**config.mk**
```make
export PLATFORM = sky130hd
export DESIGN_NAME = wb_arbiter
export DESIGN_NICKNAME = d
export VERILOG_FILES = /design/src/rtl/core_pkg.sv /design/src/rtl/wb_pick2.sv /design/src/rtl/wb_arbiter.sv
export SDC_FILE = /design/constraint.sdc
export NUM_CORES = 1
export LEC_CHECK = 0
export BUFFER_PORTS_ARGS = -buffer_cell sky130_fd_sc_hd__buf_2
export CAP_MARGIN = 10
export CORE_MARGIN = 2
export CORE_UTILIZATION = 25
export DETAILED_ROUTE_END_ITERATION = 12
export PLACE_DENSITY = 0.56
export SLEW_MARGIN = 10
export SYNTH_ARGS = -nofsm -noshare
export SYNTH_HDL_FRONTEND = slang
export SYNTH_HIERARCHICAL = 1
export SYNTH_SLANG_ARGS = --single-unit
export TNS_END_PERCENT = 10
```
**constraint.sdc**
```tcl
create_clock -name clk -period 3.51 [get_ports clk]
set_input_delay 0.1755 -clock clk [delete_from_list [all_inputs] [get_ports clk]]
set_output_delay 0.1755 -clock clk [all_outputs]
set_load 0.01 [all_outputs]
```
**src/rtl/core_pkg.sv**
```systemverilog
// Shared core constants for the write-back path: datapath widths and
// requester indices in program order (load oldest, lane-1 youngest).
package core_pkg;

  localparam int unsigned XLEN = 64;
  localparam int unsigned AW   = 5;
  localparam int unsigned NREQ = 3;

  localparam int unsigned REQ_LD = 0;
  localparam int unsigned REQ_A0 = 1;
  localparam int unsigned REQ_A1 = 2;

  localparam int unsigned WCW = 4;

  // Isolate the lowest set bit; lower index is older in program order.
  function automatic logic [NREQ-1:0] lowest_one(input logic [NREQ-1:0] v);
    return v & (~v + NREQ'(1));
  endfunction

endpackage

```
**src/rtl/wb_pick2.sv**
```systemverilog
// Select up to two grantees from the live requests: starved first, then the
// rest, fixed index order within each class. grant_a is the older of the pair.
module wb_pick2
  import core_pkg::*;
(
  input  logic [NREQ-1:0] live_i,
  input  logic [NREQ-1:0] starved_i,
  output logic [NREQ-1:0] grant_a_o,
  output logic [NREQ-1:0] grant_b_o
);

  logic [NREQ-1:0] sel;
  logic [1:0]      n_sel;

  always_comb begin
    sel   = '0;
    n_sel = 2'd0;
    for (int i = 0; i < NREQ; i++) begin
      if (live_i[i] && starved_i[i] && (n_sel < 2'd2)) begin
        sel[i] = 1'b1;
        n_sel  = n_sel + 2'd1;
      end
    end
    for (int i = 0; i < NREQ; i++) begin
      if (live_i[i] && !starved_i[i] && (n_sel < 2'd2)) begin
        sel[i] = 1'b1;
        n_sel  = n_sel + 2'd1;
      end
    end
    // Port order follows program order, not selection priority.
    grant_a_o = lowest_one(sel);
    grant_b_o = sel & ~grant_a_o;
  end

endmodule

```
**src/rtl/wb_arbiter.sv**
```systemverilog
// Write-back arbiter: drops x0 and WAW-superseded writes, grants up to two
// live writes per cycle onto the two register-file ports, bounds starvation.
module wb_arbiter
  import core_pkg::*;
#(
  parameter int unsigned XLEN   = 64,
  parameter int unsigned AW     = 5,
  parameter int unsigned STARVE = 4
) (
  input  logic                 clk,
  input  logic                 rst_n,
  input  logic [NREQ-1:0]      req_valid,
  input  logic [NREQ*AW-1:0]   req_rd,
  input  logic [NREQ*XLEN-1:0] req_data,
  output logic [NREQ-1:0]      req_ready,
  output logic [NREQ-1:0]      req_killed,
  output logic                 Wen1,
  output logic [AW-1:0]        Rd_addr1,
  output logic [XLEN-1:0]      write_data1,
  output logic                 Wen2,
  output logic [AW-1:0]        Rd_addr2,
  output logic [XLEN-1:0]      write_data2
);

  localparam logic [WCW-1:0] StarveThr = WCW'(STARVE);
  localparam logic [WCW-1:0] WaitMax   = '1;

  logic [AW-1:0]   rd   [NREQ];
  logic [XLEN-1:0] data [NREQ];

  logic [NREQ-1:0] zero_kill, waw_kill, kill, live, starved;
  logic [NREQ-1:0] grant_a, grant_b, consumed;

  logic [WCW-1:0] wait_q [NREQ];
  logic [WCW-1:0] wait_d [NREQ];

  logic            wen1_q, wen1_d, wen2_q, wen2_d;
  logic [AW-1:0]   rd_addr1_q, rd_addr1_d, rd_addr2_q, rd_addr2_d;
  logic [XLEN-1:0] write_data1_q, write_data1_d, write_data2_q, write_data2_d;

  logic [AW-1:0]   a_rd, b_rd;
  logic [XLEN-1:0] a_data, b_data;

  always_comb begin
    for (int i = 0; i < NREQ; i++) begin
      rd[i]   = req_rd[i*AW +: AW];
      data[i] = req_data[i*XLEN +: XLEN];
    end
  end

  // A write is dead if it targets x0 or any younger pending write hits the same rd.
  always_comb begin
    zero_kill = '0;
    waw_kill  = '0;
    for (int i = 0; i < NREQ; i++) begin
      zero_kill[i] = req_valid[i] && (rd[i] == '0);
      for (int j = 0; j < NREQ; j++) begin
        if ((j > i) && req_valid[i] && req_valid[j] && (rd[i] != '0) && (rd[i] == rd[j])) begin
          waw_kill[i] = 1'b1;
        end
      end
    end
    kill = zero_kill | waw_kill;
    live = req_valid & ~kill;
    for (int i = 0; i < NREQ; i++) begin
      starved[i] = wait_q[i] >= StarveThr;
    end
  end

  wb_pick2 u_pick2 (
    .live_i    (live),
    .starved_i (starved),
    .grant_a_o (grant_a),
    .grant_b_o (grant_b)
  );

  always_comb begin
    consumed   = kill | grant_a | grant_b;
    req_ready  = consumed & {NREQ{rst_n}};
    req_killed = kill & {NREQ{rst_n}};
  end

  always_comb begin
    for (int i = 0; i < NREQ; i++) begin
      if (req_valid[i] && !consumed[i]) begin
        wait_d[i] = (wait_q[i] == WaitMax) ? WaitMax : wait_q[i] + WCW'(1);
      end else begin
        wait_d[i] = '0;
      end
    end
  end

  always_comb begin
    a_rd   = '0;
    a_data = '0;
    b_rd   = '0;
    b_data = '0;
    for (int i = 0; i < NREQ; i++) begin
      if (grant_a[i]) begin
        a_rd   = a_rd | rd[i];
        a_data = a_data | data[i];
      end
      if (grant_b[i]) begin
        b_rd   = b_rd | rd[i];
        b_data = b_data | data[i];
      end
    end
  end

  // Address/data only move on a grant; they are don't-care while Wen is low.
  always_comb begin
    wen1_d        = |grant_a;
    wen2_d        = |grant_b;
    rd_addr1_d    = wen1_d ? a_rd : rd_addr1_q;
    write_data1_d = wen1_d ? a_data : write_data1_q;
    rd_addr2_d    = wen2_d ? b_rd : rd_addr2_q;
    write_data2_d = wen2_d ? b_data : write_data2_q;
  end

  always_ff @(posedge clk or negedge rst_n) begin
    if (!rst_n) begin
      wen1_q        <= 1'b0;
      wen2_q        <= 1'b0;
      rd_addr1_q    <= '0;
      rd_addr2_q    <= '0;
      write_data1_q <= '0;
      write_data2_q <= '0;
      for (int i = 0; i < NREQ; i++) begin
        wait_q[i] <= '0;
      end
    end else begin
      wen1_q        <= wen1_d;
      wen2_q        <= wen2_d;
      rd_addr1_q    <= rd_addr1_d;
      rd_addr2_q    <= rd_addr2_d;
      write_data1_q <= write_data1_d;
      write_data2_q <= write_data2_d;
      for (int i = 0; i < NREQ; i++) begin
        wait_q[i] <= wait_d[i];
      end
    end
  end

  assign Wen1        = wen1_q;
  assign Rd_addr1    = rd_addr1_q;
  assign write_data1 = write_data1_q;
  assign Wen2        = wen2_q;
  assign Rd_addr2    = rd_addr2_q;
  assign write_data2 = write_data2_q;

endmodule

```
==> summary.md <==
| Metric | Value |
|---|---|
| Die span in y | 182 um |
| Mapped Cells | 775 |
| RePlAce Congestion | 0.831 |
| Period Utilization, post-route | 0.958 |
| Die W | 182 um |
| Synth Area in Simple Gates | 0.130 |
| Max-cap violations | 0 |
| Post-Layout Cell Count | 1,552 |
| Fin. max-slew vios | 0 |
| Final setup fails | 0 |
| Min-delay src | req_data[78] |
| DRT Wirelength | 29,000 um |
| Post-synthesis cell area | 7880 um^2 |
| Ranking of synthesized cells by area | dfrtp_1, a222oi_1, a21oi_1, nor2_1, buf_6 |
| Crit-path slowest cell | or4b_4 |
| Post-synthesis xor/xnor area fraction | 0.0167 |
| Vias in the first global route | 8,030 |
| PortBufs | 357 |
| P&R area growth vs syn | 39.5% |
| Setup TNS | 0 ns |
| Ys flop type | dfrtp_1 |
| Rows | 65 |
| Unrepaired setup endpoints after global routing | true |
| Initial Utilization | 0.252 |
| CTS tree | done |
| Maximum clock frequency | 297 MHz |
| Gr ovfl total | 0 |
| Number of synthesized flops with an enable pin | 0 |
| Vias per cell | 5.32 |
| Clock slew at reported path FFs | 0.06 ns |
| Post-layout util | 0.351 |
| Max transition margin | 0.371 |
| Gr usage total | 0.172 |
| Worst Hold Path Cells | 3 |
| Syn avg cell area | 10.2 um^2 |
| Num CTS Buffers | 17 |
| Clock sinks | 152 |
| Area leader, netlist | dfrtp_1 |
| Worst r2r dst | write_data2[37]$_DFFE_PN0P_ |
| Largest family of logic cells by synthesized area | compound AO/OA/AOI/OAI gates |
| Power per Cell Area | 509 nW/um^2 |
| Layout cells sized above 1 | 0.443 |
| Crit path capture type | output port |
| Cell count of the worst reg-to-reg path | 13 |
| Placed Cells | 1,515 |
| Data arrival, critical path | 3.19 ns |
| CP required | 3.33 ns |
| Worst vdd ir | 0.238 mV |
| Hold Path Sink | write_data2[14]$_DFFE_PN0P_ |
| Final nets | 1,351 |
| Largest net degree at the start of global routing | 73 |
| Syn Nets | 991 |
| Leakage power | 4.98 nW |
| Number of library cell types mapped by synthesis | 45 |
| Maximum clock path buffer count | 2 |
| Ys Warns | 6 |
| CP Cell Sequence | buf_2 > buf_4 > xor2_1 > nor4_2 > a31oi_1 > and2_1 > nand2_1 > ha_1 > or4b_4 > nand3_2 > buf_4 > a21oi_1 > o211ai_4 > buf_12 > nor2_1 > o21bai_1 > buf_2 |
| Wire length per cell | 18.7 um |
| Status | complete, no violations |
| Worst-Skew Late Latency | 0.42 ns |
| Pre-antenna DRT Iters | 12 |
| Die ar. | 33,000 um^2 |
| Initial DRC Count | 891 |
| Tmin final | 3.36 ns |
| Routed via count | 8,253 |
| Clk_skew | 0.0136 ns |
| Post-route DRC | 0 |
| CP max stage delay | 0.52 ns |
| Flop-to-flop setup slack | 0.29 ns |
| Compound-Gate Fraction of Synth Area | 0.295 |
| Pwr Total | 5.59 mW |
| Worst setup SP type | primary input |
| Post-synth top area share | 0.483 |
| H-tree depth | 4 |
| Slack of the critical path | 0.148 ns |
| Worst slew pin tran | 0.943 ns |
| Adder-cell share of the synthesized area | 0.00635 |
| Initial antenna violation count | 3 |
| CTS root buf | clkbuf_16 |
| CP max FO | 11 |
| R2R Path Start | wait_q[7]$_DFF_PN0_ |
| Final ANT Viol Nets | 0 |
| Wire length of the first global-routing pass | 44,600 um |
| Io pins | 358 |
| Area of the core | 31,300 um^2 |
| Hpwl dp | 20,800 um |
| Post-synth ARST share | 1.00 |
| Register area share after synthesis | 0.483 |
| Setup slack at placement | -0.0810 ns |
| Critical setup path kind | in2out |
| Number of synthesized register bits | 152 |
| Post-synthesis mux area share | 0 |
| HP Class | in2reg |
| Final hold violations | 0 |
cells by family after synthesis:
group	after synthesis
xor+xnor	15
simple gates	213
compound gates	302
fa+ha+maj	4
other cells	1
flops	152
buf+inv	88
flip-flops by register name, summed over array words and instances (netlist names):
| name | cells |
|---|---|
| Rd_addr2 | 5 |
| Wen1 | 1 |
| Rd_addr1 | 5 |
| write_data2 | 64 |
| wait_q | 12 |
| Wen2 | 1 |
| write_data1 | 64 |
power by group:
| group | switching [mW] | total (mW) | internal, mW |
|---|---|---|---|
| clock network | 0.756 | 1.91 | 1.16 |
| logic | 0.849 | 1.49 | 0.637 |
| registers | 0.164 | 2.19 | 2.02 |
| total | 1.77 | 5.59 | 3.82 |
cell usage in the layout, fill, tap and decap left out, types with 3 or more instances in the layout:
cell type,Yosys,layout
clkinv_2,0,3
a21oi_2,21,21
nor3_1,7,7
xor2_1,12,12
buf_2,7,356
nand3_1,8,8
nor2_4,10,11
buf_12,0,12
nor2_1,134,133
xnor2_1,3,3
bufinv_16,0,3
ha_1,4,4
clkbuf_16,0,17
nand2b_1,3,3
dfrtp_1,152,152
inv_1,6,5
a21oi_1,126,126
buf_4,1,51
a31oi_1,5,4
nor2_2,11,11
nand4_1,3,3
a222oi_1,138,138
nand2_1,11,11
cell type report:
class                           instances  area (um^2)
Fill cell                            3212        20300
Sequential cell                       152         3800
Multi-Input combinational cell        535         3580
Timing Repair Buffer                  423         2470
Tap cell                              402          503
Clock buffer                           21          460
Clock inverter                         11          146
Inverter                                6         22.5
Antenna cell                            2         5.00
worst max-delay path, delay by kind of cell:
kind / cells / cell delay (ns)
AO/OA/AOI/OAI: 4 / 0.62
XOR/XNOR: 1 / 0.16
adder cells (fa/ha/maj): 1 / 0.25
buffers and inverters: 5 / 0.71
AND/OR/NAND/NOR: 6 / 1.25
cell usage after synthesis, drive strengths merged, types with 3 or more instances:
cell type,number
nand2,12
nand2b,3
nor3,7
nor2,155
nor4,3
inv,6
a21oi,147
a222oi,138
a31oi,5
clkbuf,48
dfrtp,152
ha,4
xor2,12
xnor2,3
buf,34
nand4,3
and2,4
or2,3
nand3,9
stage by stage:
stage               hold WS, ns  cell area [um^2]
floorplan                -0.120              7880
global placement         0.0776             10300
detailed placement       0.0772             10300
CTS                      0.0389             11000
global route             0.0585             11000
finish                   0.0697             11000
worst max-delay path by stage:
stage,startpoint,to,slack (ns),depth (start not counted)
6_report,req_rd[8],req_ready[2],0.15,17
3_5_place_dp,req_rd[8],write_data1[37]$_DFFE_PN0P_,-0.08,16
5_1_grt,req_rd[5],req_ready[2],-0.01,17
3_3_place_gp,req_rd[8],write_data1[31]$_DFFE_PN0P_,-0.05,16
2_1_floorplan,req_rd[8],write_data1[31]$_DFFE_PN0P_,0.05,18
4_1_cts,wait_q[10]$_DFF_PN0_,req_ready[1],0.003,12
what timing repair did:
action	in CTS	in global routing
gates resized for setup	0	6
buffers inserted	1	0
endpoints found under the hold margin	27	0
cloned	1	0
hold buffers	1	0
pin swaps	1	1
endpoints found under the setup margin	1	2
metal layers:
metal | wire length [um] | GRT usage
met4 | 741 | 0.0764
met5 | 11 | 0
met1 | 12000 | 0.218
met2 | 13700 | 0.282
met3 | 2440 | 0.0391
(Power assumes the default switching activity.)
